`config.mk`:
```
export PLATFORM = sky130hd
export DESIGN_NAME = sram_act_reader
export DESIGN_NICKNAME = d
export VERILOG_FILES = /design/src/rtl/sram_act_reader.sv
export SDC_FILE = /design/constraint.sdc
export NUM_CORES = 1
export LEC_CHECK = 0
export BUFFER_PORTS_ARGS = -buffer_cell sky130_fd_sc_hd__buf_2
export CAP_MARGIN = 20
export CORE_UTILIZATION = 37
export CTS_CLUSTER_DIAMETER = 60
export DETAILED_ROUTE_END_ITERATION = 10
export GPL_ROUTABILITY_DRIVEN = 1
export SLEW_MARGIN = 20
export SYNTH_ARGS = -nofsm -noshare
export SYNTH_HDL_FRONTEND = slang
export SYNTH_SLANG_ARGS = --single-unit
```
`constraint.sdc`:
```
create_clock -name clk -period 5.7 [get_ports clk]
set_input_delay 0.285 -clock clk [delete_from_list [all_inputs] [get_ports clk]]
set_output_delay 0.285 -clock clk [all_outputs]
set_load 0.05 [all_outputs]
```
`src/rtl/sram_act_reader.sv`:
```
// Streams a block of activation words from an SRAM read port onto a valid/ready stream.
// Reads run one cycle ahead of a 2-entry output FIFO; issue is credit-limited so the FIFO never overflows.
//
// state | meaning
// IDLE  | waiting for start; a zero-length start only pulses done
// READ  | issuing SRAM reads (addresses wrap in the low 11 bits)
// DRAIN | all reads issued, emptying the FIFO until the last beat is taken
module sram_act_reader #(
    parameter int DATA_W = 32,
    parameter int ADDR_W = 16,
    parameter int LEN_W  = 12
) (
    input  logic              clk,
    input  logic              rst,
    input  logic              start,
    input  logic [ADDR_W-1:0] base_addr,
    input  logic [LEN_W-1:0]  length,
    output logic              busy,
    output logic              done,
    output logic [3:0]        sram_wea,
    output logic [ADDR_W-1:0] sram_addr,
    output logic [DATA_W-1:0] sram_wdata,
    input  logic [DATA_W-1:0] sram_rdata,
    output logic              m_valid,
    output logic [DATA_W-1:0] m_data,
    output logic              m_last,
    input  logic              m_ready
);
    localparam int WRAP_W = 11;

    typedef enum logic [1:0] {
        S_IDLE  = 2'd0,
        S_READ  = 2'd1,
        S_DRAIN = 2'd2
    } state_t;

    state_t            state_q, state_d;
    logic [ADDR_W-1:0] addr_q, addr_d;
    logic [LEN_W-1:0]  rd_left_q, rd_left_d;
    logic [LEN_W-1:0]  beat_left_q, beat_left_d;
    logic              inflight_q, inflight_d;
    logic [1:0]        cnt_q, cnt_d;
    logic              head_q, head_d;
    logic [DATA_W-1:0] fifo0_q, fifo0_d;
    logic [DATA_W-1:0] fifo1_q, fifo1_d;
    logic              done_q, done_d;

    logic       accept;
    logic       pop;
    logic       rd_en;
    logic [1:0] credit;

    assign accept = (state_q == S_IDLE) && start;
    assign pop    = m_valid && m_ready;
    // The beat leaving this cycle frees its slot before the new read can land.
    assign credit = cnt_q + {1'b0, inflight_q} - {1'b0, pop};
    assign rd_en  = (state_q == S_READ) && (credit < 2'd2);

    always_ff @(posedge clk or posedge rst) begin
        if (rst) begin
            state_q <= S_IDLE;
        end else begin
            state_q <= state_d;
        end
    end

    always_comb begin
        state_d = state_q;
        case (state_q)
            S_IDLE: begin
                if (accept && (length != '0)) state_d = S_READ;
            end
            S_READ: begin
                if (rd_en && (rd_left_q == LEN_W'(1))) state_d = S_DRAIN;
            end
            S_DRAIN: begin
                if (pop && m_last) state_d = S_IDLE;
            end
            default: state_d = S_IDLE;
        endcase
    end

    always_comb begin
        busy       = (state_q != S_IDLE);
        done       = done_q;
        sram_wea   = '0;
        sram_wdata = '0;
        sram_addr  = addr_q;
        m_valid    = (cnt_q != 2'd0);
        m_data     = head_q ? fifo1_q : fifo0_q;
        m_last     = m_valid && (beat_left_q == LEN_W'(1));
    end

    always_comb begin
        addr_d      = addr_q;
        rd_left_d   = rd_left_q;
        beat_left_d = beat_left_q;
        inflight_d  = rd_en;
        cnt_d       = cnt_q + {1'b0, inflight_q} - {1'b0, pop};
        head_d      = head_q;
        fifo0_d     = fifo0_q;
        fifo1_d     = fifo1_q;
        done_d      = 1'b0;

        if (accept) begin
            addr_d      = base_addr;
            rd_left_d   = length;
            beat_left_d = length;
            done_d      = (length == '0);
        end
        if (rd_en) begin
            addr_d    = {addr_q[ADDR_W-1:WRAP_W], addr_q[WRAP_W-1:0] + WRAP_W'(1)};
            rd_left_d = rd_left_q - LEN_W'(1);
        end
        if (inflight_q) begin
            if (head_q ^ cnt_q[0]) fifo1_d = sram_rdata;
            else                   fifo0_d = sram_rdata;
        end
        if (pop) begin
            head_d      = ~head_q;
            beat_left_d = beat_left_q - LEN_W'(1);
            if (m_last) done_d = 1'b1;
        end
    end

    always_ff @(posedge clk or posedge rst) begin
        if (rst) begin
            addr_q      <= '0;
            rd_left_q   <= '0;
            beat_left_q <= '0;
            inflight_q  <= 1'b0;
            cnt_q       <= 2'd0;
            head_q      <= 1'b0;
            fifo0_q     <= '0;
            fifo1_q     <= '0;
            done_q      <= 1'b0;
        end else begin
            addr_q      <= addr_d;
            rd_left_q   <= rd_left_d;
            beat_left_q <= beat_left_d;
            inflight_q  <= inflight_d;
            cnt_q       <= cnt_d;
            head_q      <= head_d;
            fifo0_q     <= fifo0_d;
            fifo1_q     <= fifo1_d;
            done_q      <= done_d;
        end
    end

endmodule

```
==> qor.csv, run 1 <==
stage,metric,value,unit
timing,Post-Route Hold Slack,49.9,ps
routing,length of the first detailed-routing pass in iterations,7,
place,number of I/O port buffers,115,
routing,DRT antenna net count,0,
floorplanning,total I/O pin count,152,
clocking,quantity of gates resized following cts,0,
final_layout,proportion of layout cells with a drive suffix above 1,40.3,%
timing,Least-Margin Pin Slew,894,ps
status,violated checks,DRC,
final_layout,antenna cell count,0,
critical_path,FF-to-FF setup slack,2940,ps
final_layout,Synth-to-Final Area Change,16.6,%
yosys,#FFs+latches synth,111,
grt,antenna violations before repair,0,
clocking,hold bufs inserted after CTS,0,
timing,max-slew headroom at the worst pin,40.4,%
yosys,most frequently used flop master after synthesis,dfrtp_1,
timing,FMAX,363,MHz
timing,total count of max-transition violations in the final report,0,
place,weighted congestion reported at the end of routability-driven placement,0.856,
critical_path,depth of the worst register-to-register path,8,
critical_path,worst path arrival time,2990,ps
floorplanning,Die X,125,um
status,result of the run,"finished, violations left",
timing,RSZ-0062 raised after global routing,no,
critical_path,CP endpoint kind,flip-flop,
timing,final worst path period share,48.4,%
routing,residual DRC count,24,
critical_path,launch instance of the worst register-to-register path,cnt_q[0],
timing,Setup Viol. Count Final,0,
timing,skew final,4.35,ps
min_path,Min-Delay Path Class,in -> async,
final_layout,Storage cell area,0.00278,mm2
timing,final hold violation count,0,
clocking,CTS tree,done,
yosys,combined area of all synthesized cells,0.00560,mm2
floorplanning,vertical extent of the die,125,um
final_layout,combined area of the multi-input logic cells,0.00254,mm2
floorplanning,number of cell rows,44,
clocking,clk buf depth,2,
final_layout,"commonest non-fill, non-tap cell in the layout",buf_2,
yosys,Syn Inst Count,490,
clocking,H-tree depth reported by CTS,3,
yosys,number of enable flip-flop cells after synthesis,0,
clocking,"Clk pin slew, worst setup/hold paths",70,ps
critical_path,Critical Path Fanout Max,16,
floorplanning,area inside the core boundary,0.0146,mm2
grt,grt total ovfl,0,
grt,global-route wire length before repair,20.7,mm
yosys,post-synthesis async set-or-reset flop share,100,%
critical_path,startpoint type of the worst setup path,flip-flop,
floorplanning,full die area,0.0156,mm2
floorplanning,effective utilization at floorplan,38.2,%
clocking,buffer count from post-CTS setup fixing,0,
clocking,cell at the root of the clock tree,clkbuf_16,
timing,shortest clock period the worst path allows after layout,2760,ps
place,post-detailed-placement half-perimeter wirelength,8.59,mm
routing,via density per instance,5.22,
yosys,sequential share of the synthesized area,49.6,%
clocking,clock latency at the later pin of the worst-skew pair,350,ps
yosys,mean area per synthesized cell,11.4,um2
grt,overall track demand over capacity in global routing,16.6,%
routing,post-detailed-routing wire length,12.6,mm
critical_path,Crit Reg-Reg Endpoint,sram_addr[3],
routing,total vias in the final route,4107,
yosys,number of distinct standard cells referenced by the synthesized netlist,59,
yosys,Ys Warns,0,
routing,violation count after the first detailed-route iteration,214,
grt,maximum number of pins on one net before global-route repair,61,
clocking,number of sinks driven by the clock tree,111,
grt,via count of the first global-routing pass,4150,
critical_path,type of the worst setup path,reg -> reg,
final_layout,fill cell total of the finished layout,1377,
critical_path,CP required,5930,ps
final_layout,net count reported at finish,669,
final_layout,most used cells in the layout excluding fill and tap cells,"115 x buf_2, 111 x dfrtp_1, 93 x mux2_2",
clocking,clock buffer count from CTS,9,
timing,total negative slack,0,ps
run,Max-cap violations,0,
routing,post-detailed-route wirelength per cell,16.0,um
[how the worst max path moves through the flow]
stage	startpoint	endpoint	slack (ps)
3_5_place_dp	cnt_q[0]	sram_addr[3]	2930
2_1_floorplan	rst	beat_left_q[0]	2480
6_report	cnt_q[0]	sram_addr[3]	2940
4_1_cts	cnt_q[0]	sram_addr[3]	2930
3_3_place_gp	cnt_q[0]	sram_addr[9]	3040
5_1_grt	cnt_q[0]	sram_addr[3]	2710
[worst max-delay path: stages, from the launching register on]
cell      delay [ps]
dfrtp_1          430
nand2b_2         230
o21ai_0          160
ha_1             190
inv_1             70
or4b_4           550
nand3_1          420
a21bo_2          280
a221o_1          290
[flip-flops by register name, indices dropped and copies added, names as in the netlist]
signal	flops
fifo0_q	32
fifo1_q	32
sram_addr	16
beat_left_q	12
rd_left_q	12
cnt_q	2
state_q	2
done	1
head_q	1
inflight_q	1
[routing by layer]
layer	vias up	routed length, um	global-route usage [%]	share of wire (%)
li1	1927	-	-	-
met1	2035	5560	21.4	44
met2	130	6090	27.8	48
met3	15	783	4.32	6.2
met4	0	190	4.30	1.5
met5	-	0	0	0
[cells in the mapped netlist, drive strengths merged, types with 2 or more instances]
library cell | n | area share, %
nand4 | 2 | 0.22
and3 | 3 | 0.34
nor2 | 30 | 2.0
a211oi | 6 | 0.80
ha | 6 | 1.3
dfrtp | 111 | 50
nor3b | 4 | 0.54
o21ai | 20 | 1.8
nand3 | 10 | 0.89
or4b | 2 | 0.42
o21a | 2 | 0.27
mux2 | 96 | 19
a21bo | 2 | 0.36
a21oi | 11 | 0.98
nor4 | 13 | 1.6
nand3b | 2 | 0.27
nand2b | 6 | 0.72
nor3 | 12 | 1.1
clkbuf | 9 | 0.63
buf | 48 | 6.0
and2 | 2 | 0.27
nand2 | 35 | 2.3
inv | 12 | 0.80
a22oi | 3 | 0.40
xnor2 | 2 | 0.31
a221o | 17 | 3.0
[cell type report]
cell class | count | share of cell area [%]
timing repair buffer | 120 | 9.39
sequential | 111 | 42.6
multi-input combinational | 345 | 38.9
tap | 184 | 3.53
inverter | 12 | 0.729
clock buffer | 9 | 3.45
clock inverter | 6 | 1.44
[cells by family (layout without fill, tap and decap cells)]
family / Yosys count / in the layout / synth area share, %
mux: 97 / 97 / 19.5
compound gates: 76 / 76 / 10.0
other cells: 1 / 36 / 0.0670
simple gates: 128 / 128 / 11.6
buf+inv: 69 / 147 / 7.47
xor+xnor: 2 / 2 / 0.313
flops: 111 / 111 / 49.6
fa+ha+maj: 6 / 6 / 1.34
[metrics by stage]
| stage | utilization [%] | cell area, um2 | cells | setup WS [ps] |
|---|---|---|---|---|
| global placement | 42.4 | 6210 | 772 | 3040 |
| finish | 44.6 | 6530 | 787 | 2940 |
| floorplan | - | 5730 | 525 | 2480 |
| CTS | 44.6 | 6530 | 787 | 2930 |
| detailed placement | 42.4 | 6210 | 772 | 2930 |
| global route | 44.6 | 6530 | 787 | 2710 |
Power of run 1 is left out: the tool's default activity adds up to more than one toggle a clock period on the data nets, which glitch-free logic cannot reach.
==> run 2: changes to the inputs <==
clock period = 2.7 ns   (was 5.7 ns; I/O delays follow)
==> run 2 against run 1 <==
- the run still ends with DRC left
- sequential cell count did not move
- critical path depth rose by 1
- clock skew is 1.1 ps higher
- core utilization rose by 1.2 points
- non-clock buffer count grew 19
- worst setup slack got worse by 2800 ps
- routed wire length up 0.24%
- register-to-register slack got worse by 2800 ps
- critical endpoint is now rd_left_q[6]
- largest cell class unchanged
- highest routed layer is now met5
==> qor.csv, run 2 (synthesis gave the netlist of run 1 again) <==
stage,metric,value,unit,change
floorplanning,vertical extent of the die,125,um,unchanged
critical_path,Crit Reg-Reg Endpoint,rd_left_q[6],,
critical_path,depth of the worst register-to-register path,9,,+1
floorplanning,effective utilization at floorplan,38.2,%,unchanged
timing,FMAX,390,MHz,+7.5%
critical_path,startpoint type of the worst setup path,flip-flop,,
timing,total negative slack,0,ps,unchanged
routing,via density per instance,5.17,,-0.91%
final_layout,net count reported at finish,688,,+2.8%
routing,residual DRC count,22,,-8.3%
grt,via count of the first global-routing pass,4196,,+1.1%
final_layout,Synth-to-Final Area Change,19.7,%,
timing,shortest clock period the worst path allows after layout,2570,ps,-192 ps
timing,Setup Viol. Count Final,0,,unchanged
floorplanning,area inside the core boundary,0.0146,mm2,unchanged
timing,max-slew headroom at the worst pin,52.3,%,+12 points
grt,grt total ovfl,0,,unchanged
status,violated checks,DRC,,
status,result of the run,"finished, violations left",,
run,Max-cap violations,0,,unchanged
critical_path,launch instance of the worst register-to-register path,cnt_q[0],,
critical_path,type of the worst setup path,reg -> reg,,
clocking,"Clk pin slew, worst setup/hold paths",70,ps,about the same
clocking,cell at the root of the clock tree,clkbuf_16,,
timing,final worst path period share,95.0,%,+47 points
floorplanning,number of cell rows,44,,unchanged
critical_path,Critical Path Fanout Max,28,,+12
clocking,number of sinks driven by the clock tree,111,,unchanged
timing,total count of max-transition violations in the final report,0,,unchanged
clocking,clock latency at the later pin of the worst-skew pair,350,ps,about the same
critical_path,CP endpoint kind,flip-flop,,
clocking,H-tree depth reported by CTS,3,,unchanged
routing,post-detailed-route wirelength per cell,15.7,um,-2.2%
critical_path,CP required,2940,ps,-2990 ps
timing,skew final,5.47,ps,+1.11 ps
floorplanning,Die X,125,um,unchanged
critical_path,FF-to-FF setup slack,130,ps,-2810 ps
grt,overall track demand over capacity in global routing,16.7,%,+0.090 points
place,post-detailed-placement half-perimeter wirelength,8.79,mm,+2.3%
floorplanning,total I/O pin count,152,,unchanged
final_layout,proportion of layout cells with a drive suffix above 1,40.4,%,+0.15 points
routing,DRT antenna net count,0,,unchanged
timing,final hold violation count,0,,unchanged
timing,RSZ-0062 raised after global routing,no,,
final_layout,antenna cell count,0,,unchanged
min_path,Min-Delay Path Class,in -> reg,,
grt,global-route wire length before repair,20.8,mm,+0.63%
grt,antenna violations before repair,1,,+1
place,weighted congestion reported at the end of routability-driven placement,0.823,,-3.8%
critical_path,worst path arrival time,2800,ps,-190 ps
routing,length of the first detailed-routing pass in iterations,10,,+3
clocking,CTS tree,done,,
timing,Least-Margin Pin Slew,713,ps,-180 ps
critical_path,critical path endpoint,rd_left_q[6],,
clocking,clock buffer count from CTS,9,,unchanged
grt,maximum number of pins on one net before global-route repair,61,,unchanged
final_layout,most used cells in the layout excluding fill and tap cells,"115 x buf_2, 111 x dfrtp_1, 93 x mux2_2",,
routing,total vias in the final route,4173,,+1.6%
critical_path,launch point of the critical path,cnt_q[0],,
routing,post-detailed-routing wire length,12.7,mm,+0.24%
floorplanning,full die area,0.0156,mm2,unchanged
place,number of I/O port buffers,115,,unchanged
clocking,clk buf depth,2,,unchanged
routing,violation count after the first detailed-route iteration,223,,+4.2%
final_layout,"commonest non-fill, non-tap cell in the layout",buf_2,,
==> run 2: cell types whose count changed in the layout (fill, tap and decap cells not counted), sizes merged <==
cell,before,now
clkinv,2,3
clkinvlp,1,3
buf,120,128
clkbuf,9,10
inv,13,11
dlygate4sd3,0,11
bufinv,2,1
==> run 2: per-stage QoR <==
stage	hold WS, ps	utilization (%)	area (um2)	setup WS (ps)	cells
floorplan	240	-	5730	311	525
global placement	290	42.9	6280	181	780
detailed placement	300	42.9	6280	77.9	780
CTS	9.57	45.7	6690	74.5	807
global route	10.1	45.7	6700	11.4	807
finish	19.1	45.7	6700	134	807
==> run 2: layout make-up <==
class                      instances  area [um2]
clock buffer                      10         229
clock inverter                     6        71.3
fill                            1392        7950
inverter                          12        48.8
multi-input combinational        345        2540
sequential                       111        2780
tap                              184         230
timing repair buffer             139         796
==> run 2: repair_timing <==
action,4_1_cts,5_1_grt
setup buffers,0,0
resized for setup,0,1
hold buffers,11,0
endpoints found under the hold margin,38,0
setup endpoints to repair,0,7
==> run 2: worst min path at each step <==
stage	from	end	slack [ps]	depth (start not counted)
2_1_floorplan	base_addr[11]	sram_addr[11]	240	2
3_3_place_gp	rst	done	290	2
3_5_place_dp	rst	beat_left_q[11]	300	2
4_1_cts	base_addr[8]	sram_addr[8]	10	2
5_1_grt	sram_rdata[26]	fifo1_q[26]	10	2
6_report	sram_rdata[26]	fifo1_q[26]	20	2
==> run 2: worst max-delay path, stage by stage, from the launching register on <==
cell and delay, ps:
dfrtp_1 380, nand2b_2 210, o21ai_0 180, ha_1 200
inv_1 70, or4b_4 560, and2_4 280, inv_2 190
a31oi_1 110, a221o_1 270
==> run 2: routing by layer <==
metal,up-vias,GRT usage [%],part of all wire [%]
li1,1967,-,-
met1,2073,21.0,44
met2,115,28.7,49
met3,16,2.78,5.1
met4,2,6.60,1.7
met5,-,0,0.10
Power of run 2 is left out for the same reason.
